--- config.mk ---
export PLATFORM = sky130hd
export DESIGN_NAME = m1_control_unit
export DESIGN_NICKNAME = d
export VERILOG_FILES = /design/src/rtl/m1_control_unit_pkg.sv /design/src/rtl/m1_control_unit_decode.sv /design/src/rtl/m1_control_unit.sv
export SDC_FILE = /design/constraint.sdc
export NUM_CORES = 1
export LEC_CHECK = 0
export CORE_MARGIN = 3
export CORE_UTILIZATION = 64
export DETAILED_ROUTE_END_ITERATION = 8
export DONT_BUFFER_PORTS = 1
export GPL_ROUTABILITY_DRIVEN = 0
export PLACE_DENSITY = 0.8
export SYNTH_ARGS = -nofsm -noshare
export SYNTH_HDL_FRONTEND = slang
export SYNTH_SLANG_ARGS = --single-unit
--- constraint.sdc ---
create_clock -name clk -period 2.55 [get_ports clk]
set_input_delay 0.3825 -clock clk [delete_from_list [all_inputs] [get_ports clk]]
set_output_delay 0.3825 -clock clk [all_outputs]
set_load 0.01 [all_outputs]
--- src/rtl/m1_control_unit_pkg.sv ---
// Shared codes for the M1 sequencer: opcodes, functs, ALU ops, bus selects, register indices, states.
// Latency: n/a (definitions only).
// Backpressure: n/a (definitions only).
package m1_control_unit_pkg;

    localparam int WORD_SIZE = 16;
    localparam int ALU_OP_W  = 4;
    localparam int SEL_W     = 3;
    localparam int NUM_REGS  = 6;

    // Major opcodes, instruction[15:11]
    localparam logic [4:0] OP_B     = 5'b00010;
    localparam logic [4:0] OP_BEQZ  = 5'b00100;
    localparam logic [4:0] OP_BNEZ  = 5'b00101;
    localparam logic [4:0] OP_ADDIU = 5'b01001;
    localparam logic [4:0] OP_LI    = 5'b01101;
    localparam logic [4:0] OP_LW    = 5'b10011;
    localparam logic [4:0] OP_SW    = 5'b11011;
    localparam logic [4:0] OP_RRR   = 5'b11100;
    localparam logic [4:0] OP_RR    = 5'b11101;

    // Function fields
    localparam logic [4:0] FN_BREAK = 5'b00101;
    localparam logic [1:0] FN_ADDU  = 2'b01;
    localparam logic [1:0] FN_SUBU  = 2'b11;

    // ALU operations
    localparam logic [ALU_OP_W-1:0] ALU_PASS = 4'd0;
    localparam logic [ALU_OP_W-1:0] ALU_ADD  = 4'd1;
    localparam logic [ALU_OP_W-1:0] ALU_SUB  = 4'd2;

    // ALU A-operand sources
    localparam logic [SEL_W-1:0] B1_REGS = 3'd0;
    localparam logic [SEL_W-1:0] B1_SEXT = 3'd1;
    localparam logic [SEL_W-1:0] B1_ZEXT = 3'd2;

    // Write-bus sources
    localparam logic [SEL_W-1:0] B2_PC  = 3'd0;
    localparam logic [SEL_W-1:0] B2_ALU = 3'd1;
    localparam logic [SEL_W-1:0] B2_MEM = 3'd2;
    localparam logic [SEL_W-1:0] B2_RX  = 3'd3;
    localparam logic [SEL_W-1:0] B2_RY  = 3'd4;

    // Register file indices
    localparam logic [2:0] REG_X  = 3'd0;
    localparam logic [2:0] REG_Y  = 3'd1;
    localparam logic [2:0] REG_Z  = 3'd2;
    localparam logic [2:0] REG_SP = 3'd3;
    localparam logic [2:0] REG_T  = 3'd4;
    localparam logic [2:0] REG_IH = 3'd5;

    typedef enum logic [3:0] {
        C_ADDIU, C_LI, C_ADDU, C_SUBU, C_LW, C_SW,
        C_B, C_BEQZ, C_BNEZ, C_BREAK, C_ILLEGAL
    } instr_class_t;

    typedef enum logic [3:0] {
        S_IDLE, S_FETCH_A, S_FETCH_M, S_DECODE,
        S_EX_A, S_EX_B, S_EX_C, S_EX_Z, S_BR_T,
        S_MEM_R, S_MEM_W, S_HALT
    } state_t;

    // Codes 6 and 7 name no register
    function automatic logic reg_ok(input logic [2:0] r);
        return (r <= REG_IH);
    endfunction

endpackage

--- src/rtl/m1_control_unit_decode.sv ---
// Combinational instruction classifier: class, rx/ry/rz indices, illegal flag.
// Latency: 0 cycles (pure combinational).
// Backpressure: none; follows the IR contents directly.
module m1_control_unit_decode
    import m1_control_unit_pkg::*;
(
    input  logic [WORD_SIZE-1:0] instruction,
    output instr_class_t         instr_class,
    output logic [2:0]           rx_idx,
    output logic [2:0]           ry_idx,
    output logic [2:0]           rz_idx,
    output logic                 illegal
);

    logic [4:0] opcode;
    logic [4:0] funct;
    logic       regs_ok;

    assign opcode = instruction[15:11];
    assign rx_idx = instruction[10:8];
    assign ry_idx = instruction[7:5];
    assign rz_idx = instruction[4:2];
    assign funct  = instruction[4:0];

    // Classify the opcode and check only the register fields that instruction actually names
    always_comb begin
        instr_class = C_ILLEGAL;
        regs_ok     = 1'b1;
        case (opcode)
            OP_ADDIU: begin instr_class = C_ADDIU; regs_ok = reg_ok(rx_idx); end
            OP_LI:    begin instr_class = C_LI;    regs_ok = reg_ok(rx_idx); end
            OP_BEQZ:  begin instr_class = C_BEQZ;  regs_ok = reg_ok(rx_idx); end
            OP_BNEZ:  begin instr_class = C_BNEZ;  regs_ok = reg_ok(rx_idx); end
            OP_B:     instr_class = C_B;
            OP_LW: begin
                instr_class = C_LW;
                regs_ok     = reg_ok(rx_idx) && reg_ok(ry_idx);
            end
            OP_SW: begin
                instr_class = C_SW;
                regs_ok     = reg_ok(rx_idx) && reg_ok(ry_idx);
            end
            OP_RRR: begin
                if (funct[1:0] == FN_ADDU) begin
                    instr_class = C_ADDU;
                end else if (funct[1:0] == FN_SUBU) begin
                    instr_class = C_SUBU;
                end
                regs_ok = reg_ok(rx_idx) && reg_ok(ry_idx) && reg_ok(rz_idx);
            end
            OP_RR: begin
                if (funct == FN_BREAK) begin
                    instr_class = C_BREAK;
                end
            end
            default: instr_class = C_ILLEGAL;
        endcase
        illegal = (instr_class == C_ILLEGAL) || !regs_ok;
    end

endmodule

--- src/rtl/m1_control_unit.sv ---
// Multicycle M1 sequencer: fetch, decode and one datapath micro-step per clock. Option macro: M1_CTRL_WAIT_EN.
// Latency: 4..7 cycles per instruction at zero wait; strobes are combinational from the current state.
// Backpressure: with M1_CTRL_WAIT_EN, memory states hold (requests stable) until mem_ready; otherwise memory is single-cycle.
module m1_control_unit
    import m1_control_unit_pkg::*;
(
    input  logic                 clk,
    input  logic                 rst,
    input  logic                 run,
    input  logic [WORD_SIZE-1:0] instruction,
    input  logic                 Z_flag,
    input  logic                 mem_ready,
    output logic                 Load_ir,
    output logic                 Load_pc,
    output logic                 Inc_pc,
    output logic                 Load_add_r,
    output logic                 Load_data_r,
    output logic                 Load_Reg_X,
    output logic                 Load_Reg_Y,
    output logic                 Load_Reg_Z,
    output logic                 Load_Reg_SP,
    output logic                 Load_Reg_T,
    output logic                 Load_Reg_IH,
    output logic                 Load_Reg_alu_Y,
    output logic                 Load_alu_Z,
    output logic [SEL_W-1:0]     bus1_sel,
    output logic [SEL_W-1:0]     bus2_sel,
    output logic [SEL_W-1:0]     rf_sel,
    output logic [ALU_OP_W-1:0]  alu_op,
    output logic                 mem_rd,
    output logic                 mem_wr,
    output logic                 halted,
    output logic                 illegal_op
);

    state_t             state_q, state_d;
    logic               illegal_q, illegal_d;
    logic [NUM_REGS-1:0] load_reg;

    instr_class_t dec_class;
    logic [2:0]   dec_rx, dec_ry, dec_rz;
    logic         dec_illegal;
    logic         mem_done;
    logic         taken;
    logic         is_branch;
    state_t       end_state;

    // The IR is stable from DECODE until the next Load_ir, so decode it live
    m1_control_unit_decode u_decode (
        .instruction (instruction),
        .instr_class (dec_class),
        .rx_idx      (dec_rx),
        .ry_idx      (dec_ry),
        .rz_idx      (dec_rz),
        .illegal     (dec_illegal)
    );

`ifdef M1_CTRL_WAIT_EN
    assign mem_done = mem_ready;
`else
    // Single-cycle memory: every access completes in its first cycle
    assign mem_done = mem_ready | 1'b1;
`endif

    assign taken     = (dec_class == C_BEQZ) ? Z_flag : ~Z_flag;
    assign is_branch = (dec_class inside {C_B, C_BEQZ, C_BNEZ});
    assign end_state = run ? S_FETCH_A : S_IDLE;

    assign Load_Reg_X  = load_reg[REG_X];
    assign Load_Reg_Y  = load_reg[REG_Y];
    assign Load_Reg_Z  = load_reg[REG_Z];
    assign Load_Reg_SP = load_reg[REG_SP];
    assign Load_Reg_T  = load_reg[REG_T];
    assign Load_Reg_IH = load_reg[REG_IH];

    assign halted     = (state_q == S_HALT);
    assign illegal_op = illegal_q;

    // State and sticky illegal flag; reset also drops any in-flight memory request
    always_ff @(posedge clk) begin
        if (rst) begin
            state_q   <= S_IDLE;
            illegal_q <= 1'b0;
        end else begin
            state_q   <= state_d;
            illegal_q <= illegal_d;
        end
    end

    // Next state and per-state datapath strobes
    always_comb begin
        state_d        = state_q;
        illegal_d      = illegal_q;
        Load_ir        = 1'b0;
        Load_pc        = 1'b0;
        Inc_pc         = 1'b0;
        Load_add_r     = 1'b0;
        Load_data_r    = 1'b0;
        load_reg       = '0;
        Load_Reg_alu_Y = 1'b0;
        Load_alu_Z     = 1'b0;
        bus1_sel       = B1_REGS;
        bus2_sel       = B2_PC;
        rf_sel         = REG_X;
        alu_op         = ALU_PASS;
        mem_rd         = 1'b0;
        mem_wr         = 1'b0;

        case (state_q)
            S_IDLE: begin
                if (run) state_d = S_FETCH_A;
            end
            S_FETCH_A: begin
                bus2_sel   = B2_PC;
                Load_add_r = 1'b1;
                state_d    = S_FETCH_M;
            end
            S_FETCH_M: begin
                mem_rd = 1'b1;
                if (mem_done) begin
                    bus2_sel = B2_MEM;
                    Load_ir  = 1'b1;
                    Inc_pc   = 1'b1;
                    state_d  = S_DECODE;
                end
            end
            S_DECODE: begin
                if (dec_illegal) begin
                    illegal_d = 1'b1;
                    state_d   = S_HALT;
                end else begin
                    case (dec_class)
                        C_BREAK:        state_d = S_HALT;
                        C_LI:           state_d = S_EX_B;
                        C_BEQZ, C_BNEZ: state_d = S_EX_Z;
                        default:        state_d = S_EX_A;
                    endcase
                end
            end
            S_EX_Z: begin
                // Z_flag reflects rx one cycle later, hence the separate test state
                rf_sel     = dec_rx;
                bus1_sel   = B1_REGS;
                alu_op     = ALU_PASS;
                Load_alu_Z = 1'b1;
                state_d    = S_BR_T;
            end
            S_BR_T: begin
                state_d = taken ? S_EX_A : end_state;
            end
            S_EX_A: begin
                // Branch base is the PC already advanced during fetch
                Load_Reg_alu_Y = 1'b1;
                if (is_branch) begin
                    bus2_sel = B2_PC;
                end else begin
                    rf_sel   = dec_rx;
                    bus2_sel = B2_RX;
                end
                state_d = S_EX_B;
            end
            S_EX_B: begin
                bus2_sel = B2_ALU;
                case (dec_class)
                    C_ADDIU: begin
                        bus1_sel   = B1_SEXT;
                        alu_op     = ALU_ADD;
                        load_reg   = NUM_REGS'(1) << dec_rx;
                        Load_alu_Z = 1'b1;
                        state_d    = end_state;
                    end
                    C_LI: begin
                        bus1_sel = B1_ZEXT;
                        alu_op   = ALU_PASS;
                        load_reg = NUM_REGS'(1) << dec_rx;
                        state_d  = end_state;
                    end
                    C_ADDU, C_SUBU: begin
                        bus1_sel = B1_REGS;
                        rf_sel   = dec_ry;
                        alu_op   = (dec_class == C_SUBU) ? ALU_SUB : ALU_ADD;
                        load_reg = NUM_REGS'(1) << dec_rz;
                        state_d  = end_state;
                    end
                    C_LW, C_SW: begin
                        bus1_sel   = B1_ZEXT;
                        alu_op     = ALU_ADD;
                        Load_add_r = 1'b1;
                        state_d    = (dec_class == C_LW) ? S_MEM_R : S_EX_C;
                    end
                    default: begin
                        bus1_sel = B1_SEXT;
                        alu_op   = ALU_ADD;
                        Load_pc  = 1'b1;
                        state_d  = end_state;
                    end
                endcase
            end
            S_EX_C: begin
                rf_sel      = dec_ry;
                bus2_sel    = B2_RY;
                Load_data_r = 1'b1;
                state_d     = S_MEM_W;
            end
            S_MEM_R: begin
                mem_rd = 1'b1;
                if (mem_done) begin
                    bus2_sel = B2_MEM;
                    load_reg = NUM_REGS'(1) << dec_ry;
                    state_d  = end_state;
                end
            end
            S_MEM_W: begin
                mem_wr = 1'b1;
                if (mem_done) state_d = end_state;
            end
            S_HALT: begin
                state_d = S_HALT;
            end
            default: state_d = S_IDLE;
        endcase
    end

endmodule

==> results of run 1 <==
Yosys cell counts (2+ instances only):
library cell  instances
nor2b_1               3
o31ai_1               2
inv_1                 5
nand3b_1              5
mux2i_1               5
dfxtp_1               5
a21oi_1               9
buf_2                 5
nor3b_1               3
o22ai_1               4
o21ai_0              12
or2_2                 2
a21o_1                3
a22o_1                3
o21a_1                3
nor4b_1               2
buf_4                 6
nand4b_1              3
nand2_1              11
o21ai_1               2
nor3_1                8
mux2_2                3
nand3_1               6
clkbuf_1              6
nand4_1               4
nor2_1               13
and3_1                5
a21oi_2               2
nand2b_1             12
how the worst min path moves through the flow:
stage,end,slack [ns],depth (start not counted)
2_1_floorplan,illegal_op,0.48,1
3_3_place_gp,illegal_op,0.49,1
3_5_place_dp,illegal_op,0.49,1
4_1_cts,illegal_op,0.25,1
5_1_grt,illegal_op,0.24,1
6_report,illegal_op,0.25,1
cells in the final DEF, fill, tap and decap left out, drive strengths merged, types with 4 or more instances in the layout:
master | netlist | layout
a21oi | 11 | 11
and3 | 5 | 5
buf | 12 | 6
clkbuf | 6 | 4
dfxtp | 5 | 5
inv | 5 | 5
mux2i | 5 | 5
nand2 | 11 | 11
nand2b | 12 | 12
nand3 | 6 | 6
nand3b | 5 | 5
nand4 | 4 | 4
nor2 | 13 | 13
nor3 | 9 | 9
nor3b | 4 | 4
o21ai | 14 | 14
o22ai | 4 | 4
power groups by stage:
stage	sequential [mW]	clock, mW	combinational [mW]
after CTS	0.0925	0.0910	0.153
after global routing	0.0937	0.0988	0.171
after floorplan	0.0904	0	0.145
after global placement	0.0932	0	0.148
final	0.0930	0.0892	0.156
after detailed placement	0.0939	0	0.153
area by class of cell:
type | count | area (um^2)
tap | 25 | 31.28
fill | 166 | 533.0
sequential | 5 | 100.1
clock buffer | 4 | 26.28
timing repair buffer | 6 | 45.04
inverter | 5 | 18.77
multi-input combinational | 156 | 1047
registers in the layout, summed over array words and instances (netlist names):
name and flops:
illegal_op 1, state_q 4
worst reg2reg max path, delay by kind of cell (launching register included):
family,cells,cell delay [ns]
AND/OR/NAND/NOR,3,0.83
flip-flops,1,0.47
AO/OA/AOI/OAI,2,0.23
buffers and inverters,1,0.22
per-layer routing:
layer / track usage / part of all wire / vias to the layer above
met5: 0 / 0 / -
met4: 0.07623 / 0.015 / 0
met3: 0.07715 / 0.14 / 8
met2: 0.4935 / 0.44 / 109
met1: 0.3943 / 0.40 / 648
li1: - / - / 667
kinds of logic (layout without fill, tap and decap cells):
group / Yosys count / count (layout) / share of synthesized area
AND/OR/NAND/NOR: 87 / 87 / 0.4143
buffers and inverters: 23 / 15 / 0.09712
XOR/XNOR: 2 / 2 / 0.01388
multiplexers: 8 / 8 / 0.06640
flip-flops: 5 / 5 / 0.07929
AO/OA/AOI/OAI: 56 / 56 / 0.3261
other: 1 / 3 / 0.002970
timing repair:
action                     4_1_cts  5_1_grt
hold buffers                     0        0
setup buffers                    0        0
setup endpoints to repair        0        2
resized for setup                0        2
metrics by stage:
step | area (um^2) | instances
after CTS | 1269 | 201
after detailed placement | 1242 | 197
after global routing | 1269 | 201
after floorplan | 1270 | 184
final | 1269 | 201
after global placement | 1242 | 197
==> results.tsv, run 1 <==
stage	metric	value	unit
hold_path	min-delay worst type	in -> reg	
clock_network	Max clock buf depth	2	
die	die width	50.42	um
power_and_ir_drop	Leakage	0.4783	nW
sta	worst hold margin	0.2485	ns
setup_path	CP delay by family, top	compound AO/OA/AOI/OAI gates	
logic_synthesis	Yosys top cell by area	dfxtp_1	
power_and_ir_drop	PwrDens	267.0	mW/mm^2
final_layout	ratio of cells with drive above 1 in the final layout	0.1250	
sta	Final Setup Violations	0	
die	row count	15	
sta	worst clock skew	0.004203	ns
setup_path	critical path capture point type	output pin	
clock_network	CTS tree	done	
setup_path	Slowest-stage cell, CP	a2111o_1	
routing	DR pass1 iterations	4	
sta	final hold vios	0	
setup_path	Critical Path RT	2.17	ns
global_routing	first-pass GRT wire length	6147	um
logic_synthesis	Mapped Cells	182	
status	outcome	finished, final reports clean	
routing	total routed wirelength	3722	um
power_and_ir_drop	Clk pwr share	0.263	
die	CORE AREA	0.001802	mm^2
clock_network	Root Buffer	clkbuf_4	
sta	Slew HR	0.5878	
setup_path	max incr delay on CP	0.50	ns
routing	DR vias	1432	
global_routing	vias in the first global route	1361	
placed_design	post-detailed-placement half-perimeter wirelength	2848	um
logic_synthesis	most area-consuming cells after synthesis	dfxtp_1 7.9%, nand2b_1 5.9%, o21ai_0 4.8%	
setup_path	WP data arrival	2.02	ns
global_routing	Tot GR Track Use	0.3025	
routing	detailed-route vias per instance	7.124	
global_routing	largest net degree at the start of global routing	21	
clock_network	Worst-path clk slew	0.04	ns
setup_path	reg2reg path depth	6	
setup_path	Reg2Reg Setup Slack	0.74	ns
sta	fmax	415.5	MHz
setup_path	FF-to-FF End	state_q[1]	
die	I/O pin count	51	
routing	DRC	0	
logic_synthesis	Synth cell types	59	
sta	setup_tns	0	ns
setup_path	crit path capture	Load_Reg_X	
placed_design	port bufs	0	
final_layout	Final nets	198	
setup_path	Critical Path, Cell by Cell	nand2_1, a2111o_1, nor3_1, mux2i_1, o21ai_0	
power_and_ir_drop	switching power total	127.6	uW
job	max-cap viol count	0	
setup_path	CP Launch Type	flip-flop	
power_and_ir_drop	Seq pwr share	0.275	
setup_path	Critical Path Stages	5	
logic_synthesis	Synth Flop Type	dfxtp_1	
final_layout	ANT cells	0	
power_and_ir_drop	worst vdd ir	399.5	uV
sta	Period minus WS final	2.407	ns
logic_synthesis	FF+latch count, synth	5	
placed_design	DP Worst Slack	0.2025	ns
clock_network	CTS H-Tree Depth	1	
power_and_ir_drop	Pint	211.1	uW
logic_synthesis	Syn Area/Cell	6.937	um^2
logic_synthesis	Post-synth ARST share	0	
sta	Final period util	0.9439	
setup_path	crit path kind	reg -> out	
sta	RSZ-0062 raised after global routing	false	
setup_path	crit path max fanout	8	
clock_network	clock sinks	5	
die	Initial Utilization	0.7007	
sta	max-slew violation count	0	
logic_synthesis	Syn. warnings	0	
die	DIE AREA	0.002542	mm^2
setup_path	Crit. Startpoint	state_q[0]	
setup_path	Worst R2R Start	state_q[2]	
sta	final worst slack	0.1431	ns
die	Die H	50.42	um
hold_path	Worst Hold Launch	rst	
routing	initial DRC count	80	
logic_synthesis	Synth Cell Area	0.001262	mm^2
global_routing	final global-route overflow total	0	
clock_network	Num CTS Buffers	3	
power_and_ir_drop	Sw Ratio	0.3768	
routing	Routed Antenna Nets	0	
sta	worst-margin pin slew	0.6136	ns
power_and_ir_drop	combinational share of power	0.462	
logic_synthesis	sequential share of the synthesized area	0.07929	
logic_synthesis	Post-synth EDFFs	0	
routing	Routed wire per std cell	18.52	um
logic_synthesis	top cell type's share of synthesized area	0.07929	
final_layout	Syn-to-layout area delta	0.4958	%
clock_network	Clock Latency Late Sink	0.24	ns
final_layout	Final Core Density	0.7042	
power_and_ir_drop	total power	338.7	uW
setup_path	worst path buffer plus inverter count	0	
global_routing	initial antenna violation count	0	
Power figures use the tool's default switching activity.
==> inputs of run 2 (changes only) <==
--- a/config.mk
+++ b/config.mk
@@ -6,11 +6,10 @@
 export NUM_CORES = 1
 export LEC_CHECK = 0
 export CORE_MARGIN = 3
-export CORE_UTILIZATION = 64
+export CORE_UTILIZATION = 40
 export DETAILED_ROUTE_END_ITERATION = 8
 export DONT_BUFFER_PORTS = 1
 export GPL_ROUTABILITY_DRIVEN = 0
-export PLACE_DENSITY = 0.8
 export SYNTH_ARGS = -nofsm -noshare
 export SYNTH_HDL_FRONTEND = slang
 export SYNTH_SLANG_ARGS = --single-unit
==> results.tsv, run 2 (same netlist as run 1, synthesis figures left out) <==
stage	metric	value	unit	change
final_layout	Final nets	200		+1.0%
clock_network	Setup Buffers After CTS	0		unchanged
clock_network	Root Buffer	clkbuf_4		
die	DIE AREA	0.003866	mm^2	+52%
global_routing	largest net degree at the start of global routing	21		unchanged
global_routing	first-pass GRT wire length	6382	um	+3.8%
die	Initial Utilization	0.4389		-0.2618
sta	fmax	408.4	MHz	-1.7%
setup_path	crit path kind	reg -> out		
setup_path	critical path capture point type	output pin		
die	row count	19		+4
final_layout	max reg flops	4		unchanged
global_routing	initial antenna violation count	0		unchanged
sta	RSZ-0062 raised after global routing	true		
placed_design	post-detailed-placement half-perimeter wirelength	3076	um	+8.0%
die	CORE AREA	0.002877	mm^2	+60%
final_layout	commonest cells after routing, fill and taps aside	13 x nor2_1, 12 x nand2b_1, 12 x o21ai_0		
clock_network	Max clock buf depth	2		unchanged
power_and_ir_drop	worst vdd ir	109.8	uV	-73%
global_routing	final global-route overflow total	0		unchanged
clock_network	Worst-path clk slew	0.04	ns	about the same
clock_network	CTS H-Tree Depth	1		unchanged
sta	Final Setup Violations	0		unchanged
placed_design	port bufs	0		unchanged
final_layout	Non-Filler Instances	220		+9.5%
clock_network	post-cts resize count	0		unchanged
hold_path	min-delay worst type	in -> reg		
sta	max-slew violation count	0		unchanged
setup_path	crit path max fanout	9		+1
sta	worst-margin pin slew	0.6410	ns	+0.02740 ns
final_layout	ratio of cells with drive above 1 in the final layout	0.1348		+0.009831
die	die width	62.18	um	+23%
clock_network	CTS tree	done		
setup_path	Critical Path RT	2.17	ns	about the same
sta	Final period util	0.9603		+0.01643
clock_network	hold-fix buffers at CTS	0		unchanged
job	max-cap viol count	0		unchanged
die	I/O pin count	51		unchanged
die	Die H	62.18	um	+23%
sta	Slew HR	0.5693		-0.01841
global_routing	vias in the first global route	1383		+1.6%
routing	total routed wirelength	3857	um	+3.6%
routing	DRC	0		unchanged
clock_network	Num CTS Buffers	3		unchanged
setup_path	CP Launch Type	flip-flop		
routing	DR pass1 iterations	4		unchanged
status	outcome	finished, final reports clean		
clock_network	Clock Latency Late Sink	0.24	ns	about the same
final_layout	Final Core Density	0.4537		-0.2505
sta	worst clock skew	0.004710	ns	+0.0005071 ns
placed_design	placed cells	216		+9.6%
power_and_ir_drop	PwrDens	259.2	mW/mm^2	-2.9%
final_layout	Syn-to-layout area delta	3.370	%	
clock_network	clock sinks	5		unchanged
routing	detailed-route vias per instance	6.400		-10%
routing	DR vias	1408		-1.7%
final_layout	most flop-heavy register	state_q		
routing	Routed wire per std cell	17.53	um	-5.3%
power_and_ir_drop	Leakage	0.4879	nW	+2.0%
routing	Routed Antenna Nets	0		unchanged
final_layout	ANT cells	0		unchanged
setup_path	WP data arrival	2.07	ns	+0.05 ns
routing	initial DRC count	88		+10%
final_layout	commonest non-fill, non-tap cell in the layout	nor2_1		
global_routing	Tot GR Track Use	0.1953		-0.1071
sta	Period minus WS final	2.449	ns	+0.04190 ns
sta	final hold vios	0		unchanged
[run 2: where the power goes]
part           leakage, nW  switching (mW)  internal, mW
Sequential          0.0408         0.00463        0.0846
Clock               0.0150          0.0291        0.0590
Combinational        0.432          0.0925        0.0685
[run 2: critical path, cell delays in order (launching register included)]
cell and delay (ns):
dfxtp_1 0.49, nand2_1 0.16, a2111o_1 0.49, nor3b_1 0.22
mux2i_1 0.12, o21ai_0 0.35
[run 2: path summary, 6_finish.rpt]
check	cells past startpoint	to	slack [ns]	start
max	5	Load_Reg_SP	0.10	state_q[2]
min	1	illegal_op	0.24	rst
max reg2reg	6	state_q[1]	0.76	state_q[2]
min reg2reg	2	illegal_op	0.54	illegal_op
[run 2: metal layers]
layer | global-route usage | part of all wire | wire length, um | vias up
li1 | - | - | - | 674
met4 | 0.06630 | 0.014 | 53 | 0
met1 | 0.2370 | 0.41 | 1593 | 659
met5 | 0 | 0 | 0 | -
met3 | 0.05045 | 0.088 | 339 | 8
met2 | 0.3333 | 0.49 | 1871 | 67
[run 2: metrics by stage]
| step | hold slack (ns) | power [mW] | cell area, um^2 | worst slack, ns | setup TNS [ns] |
|---|---|---|---|---|---|
| final | 0.2395 | 0.3382 | 1305 | 0.1012 | 0 |
| after global routing | 0.2270 | 0.3634 | 1305 | -0.009151 | -0.01704 |
| after CTS | 0.2322 | 0.3398 | 1305 | 0.1217 | 0 |
| after detailed placement | 0.4893 | 0.2495 | 1279 | 0.3093 | 0 |
| after global placement | 0.4872 | 0.2455 | 1279 | 0.3388 | 0 |
| after floorplan | 0.4812 | 0.2350 | 1270 | 0.2337 | 0 |
[run 2: layout make-up]
class                   count  area, um^2
fillers                   305        1572
multi-input cells         156        1047
flip-flops and latches      5       100.1
repair buffers              8       60.06
well taps                  42       52.55
clock buffers               4       26.28
inverters                   5       18.77
==> inputs of run 3 (changes only) <==
--- a/config.mk
+++ b/config.mk
@@ -10,6 +10,7 @@
 export DETAILED_ROUTE_END_ITERATION = 8
 export DONT_BUFFER_PORTS = 1
 export GPL_ROUTABILITY_DRIVEN = 0
+export REMOVE_ABC_BUFFERS = 1
 export SYNTH_ARGS = -nofsm -noshare
 export SYNTH_HDL_FRONTEND = slang
 export SYNTH_SLANG_ARGS = --single-unit
==> results.tsv, run 3 (same netlist as run 1, synthesis figures left out) <==
stage	metric	value	unit	change
final_layout	most flop-heavy register	state_q		
setup_path	WP data arrival	1.99	ns	-0.08 ns
power_and_ir_drop	Sw Ratio	0.3748		+0.001599
final_layout	Syn-to-layout area delta	2.775	%	
setup_path	CP Launch Type	flip-flop		
global_routing	largest net degree at the start of global routing	21		unchanged
clock_network	Root Buffer	clkbuf_4		
routing	detailed-route vias per instance	6.479		+1.2%
power_and_ir_drop	Pint	211.2	uW	-0.37%
final_layout	Final nets	199		-0.50%
final_layout	ANT cells	0		unchanged
sta	worst clock skew	0.002352	ns	-0.002358 ns
setup_path	Critical Path RT	2.17	ns	about the same
final_layout	commonest cells after routing, fill and taps aside	13 x nor2_1, 12 x nand2b_1, 12 x o21ai_0		
die	Die H	62.18	um	unchanged
global_routing	vias in the first global route	1354		-2.1%
hold_path	min-delay worst type	in -> reg		
power_and_ir_drop	Leakage	0.4839	nW	-0.82%
final_layout	Non-Filler Instances	219		-0.45%
placed_design	post-detailed-placement half-perimeter wirelength	2932	um	-4.7%
clock_network	CTS tree	done		
die	I/O pin count	51		unchanged
sta	final hold vios	0		unchanged
clock_network	hold-fix buffers at CTS	0		unchanged
setup_path	crit path kind	reg -> out		
clock_network	Worst-path clk slew	0.04	ns	about the same
power_and_ir_drop	worst vdd ir	173.9	uV	+58%
sta	fmax	422.2	MHz	+3.4%
sta	RSZ-0062 raised after global routing	false		
routing	initial DRC count	123		+40%
placed_design	placed cells	215		-0.46%
power_and_ir_drop	Seq pwr share	0.269		+0.005
clock_network	Setup Buffers After CTS	0		unchanged
routing	total routed wirelength	3859	um	about the same
global_routing	final global-route overflow total	0		unchanged
clock_network	clock sinks	5		unchanged
final_layout	ratio of cells with drive above 1 in the final layout	0.1299		-0.004888
final_layout	max reg flops	4		unchanged
power_and_ir_drop	Clk pwr share	0.261		about the same
die	Initial Utilization	0.4389		unchanged
placed_design	port bufs	0		unchanged
sta	setup_tns	0	ns	unchanged
power_and_ir_drop	combinational share of power	0.469		-0.007
die	die width	62.18	um	unchanged
global_routing	first-pass GRT wire length	6479	um	+1.5%
sta	Final Setup Violations	0		unchanged
clock_network	CTS H-Tree Depth	1		unchanged
clock_network	Clock Latency Late Sink	0.24	ns	about the same
die	row count	19		unchanged
sta	max-slew violation count	0		unchanged
global_routing	initial antenna violation count	0		unchanged
sta	Period minus WS final	2.368	ns	-0.08052 ns
clock_network	Num CTS Buffers	3		unchanged
setup_path	crit path max fanout	6		-3
sta	worst-margin pin slew	0.6225	ns	-0.01853 ns
power_and_ir_drop	total power	337.9	uW	-0.11%
status	outcome	finished, final reports clean		
routing	Routed Antenna Nets	0		unchanged
job	max-cap viol count	0		unchanged
routing	DRC	0		unchanged
routing	DR vias	1419		+0.78%
sta	Final period util	0.9287		-0.03158
global_routing	Tot GR Track Use	0.1985		+0.003160
clock_network	post-cts resize count	0		unchanged
sta	Slew HR	0.5818		+0.01245
clock_network	Max clock buf depth	2		unchanged
setup_path	critical path capture point type	output pin		
final_layout	commonest non-fill, non-tap cell in the layout	nor2_1		
power_and_ir_drop	PwrDens	260.4	mW/mm^2	+0.47%
die	DIE AREA	0.003866	mm^2	unchanged
die	CORE AREA	0.002877	mm^2	unchanged
routing	DR pass1 iterations	4		unchanged
power_and_ir_drop	switching power total	126.6	uW	+0.32%
routing	Routed wire per std cell	17.62	um	+0.51%
run 3: worst paths after layout:
path	cells after the start	end	from	slack, ns
min reg2reg	2	illegal_op	illegal_op	0.55
min	1	illegal_op	rst	0.24
max	6	Load_Reg_Z	state_q[0]	0.18
max reg2reg	6	state_q[2]	state_q[2]	0.80
run 3: worst max-delay path: stages, from the launching register on:
cell	delay, ns
dfxtp_1	0.42
nand2_1	0.15
a2111o_1	0.50
nor3b_1	0.23
mux2i_1	0.12
o21ai_0	0.19
buf_4	0.15
run 3: layer usage:
metal	vias to the layer above	wire, um	GRT usage
li1	671	-	-
met1	676	1673	0.2636
met2	69	1750	0.3172
met3	3	391	0.05766
met4	0	43	0.04420
met5	-	0	0
run 3: stage by stage:
step	utilization	setup slack, ns	cell area, um^2	hold WS [ns]
final	0.4511	0.1817	1297	0.2393
after floorplan	-	0.2749	1166	0.4812
after detailed placement	0.4419	0.2685	1271	0.4878
after global routing	0.4511	0.04056	1297	0.2187
after CTS	0.4511	0.2079	1297	0.2331
after global placement	0.4419	0.3141	1271	0.4858
run 3: area by class of cell:
cell class                 instances  area, um^2
clock buffer                       4       26.28
fill                             281        1579
inverter                           5       18.77
multi-input combinational        156        1047
sequential                         5       100.1
tap                               42       52.55
timing repair buffer               7       52.55
run 3: power groups by stage:
stage	Combinational (mW)	Clock [mW]	Sequential, mW
global route	0.176	0.103	0.0909
CTS	0.156	0.0919	0.0904
detailed placement	0.156	0	0.0913
global placement	0.153	0	0.0908
finish	0.159	0.0883	0.0909
floorplan	0.114	0	0.0984
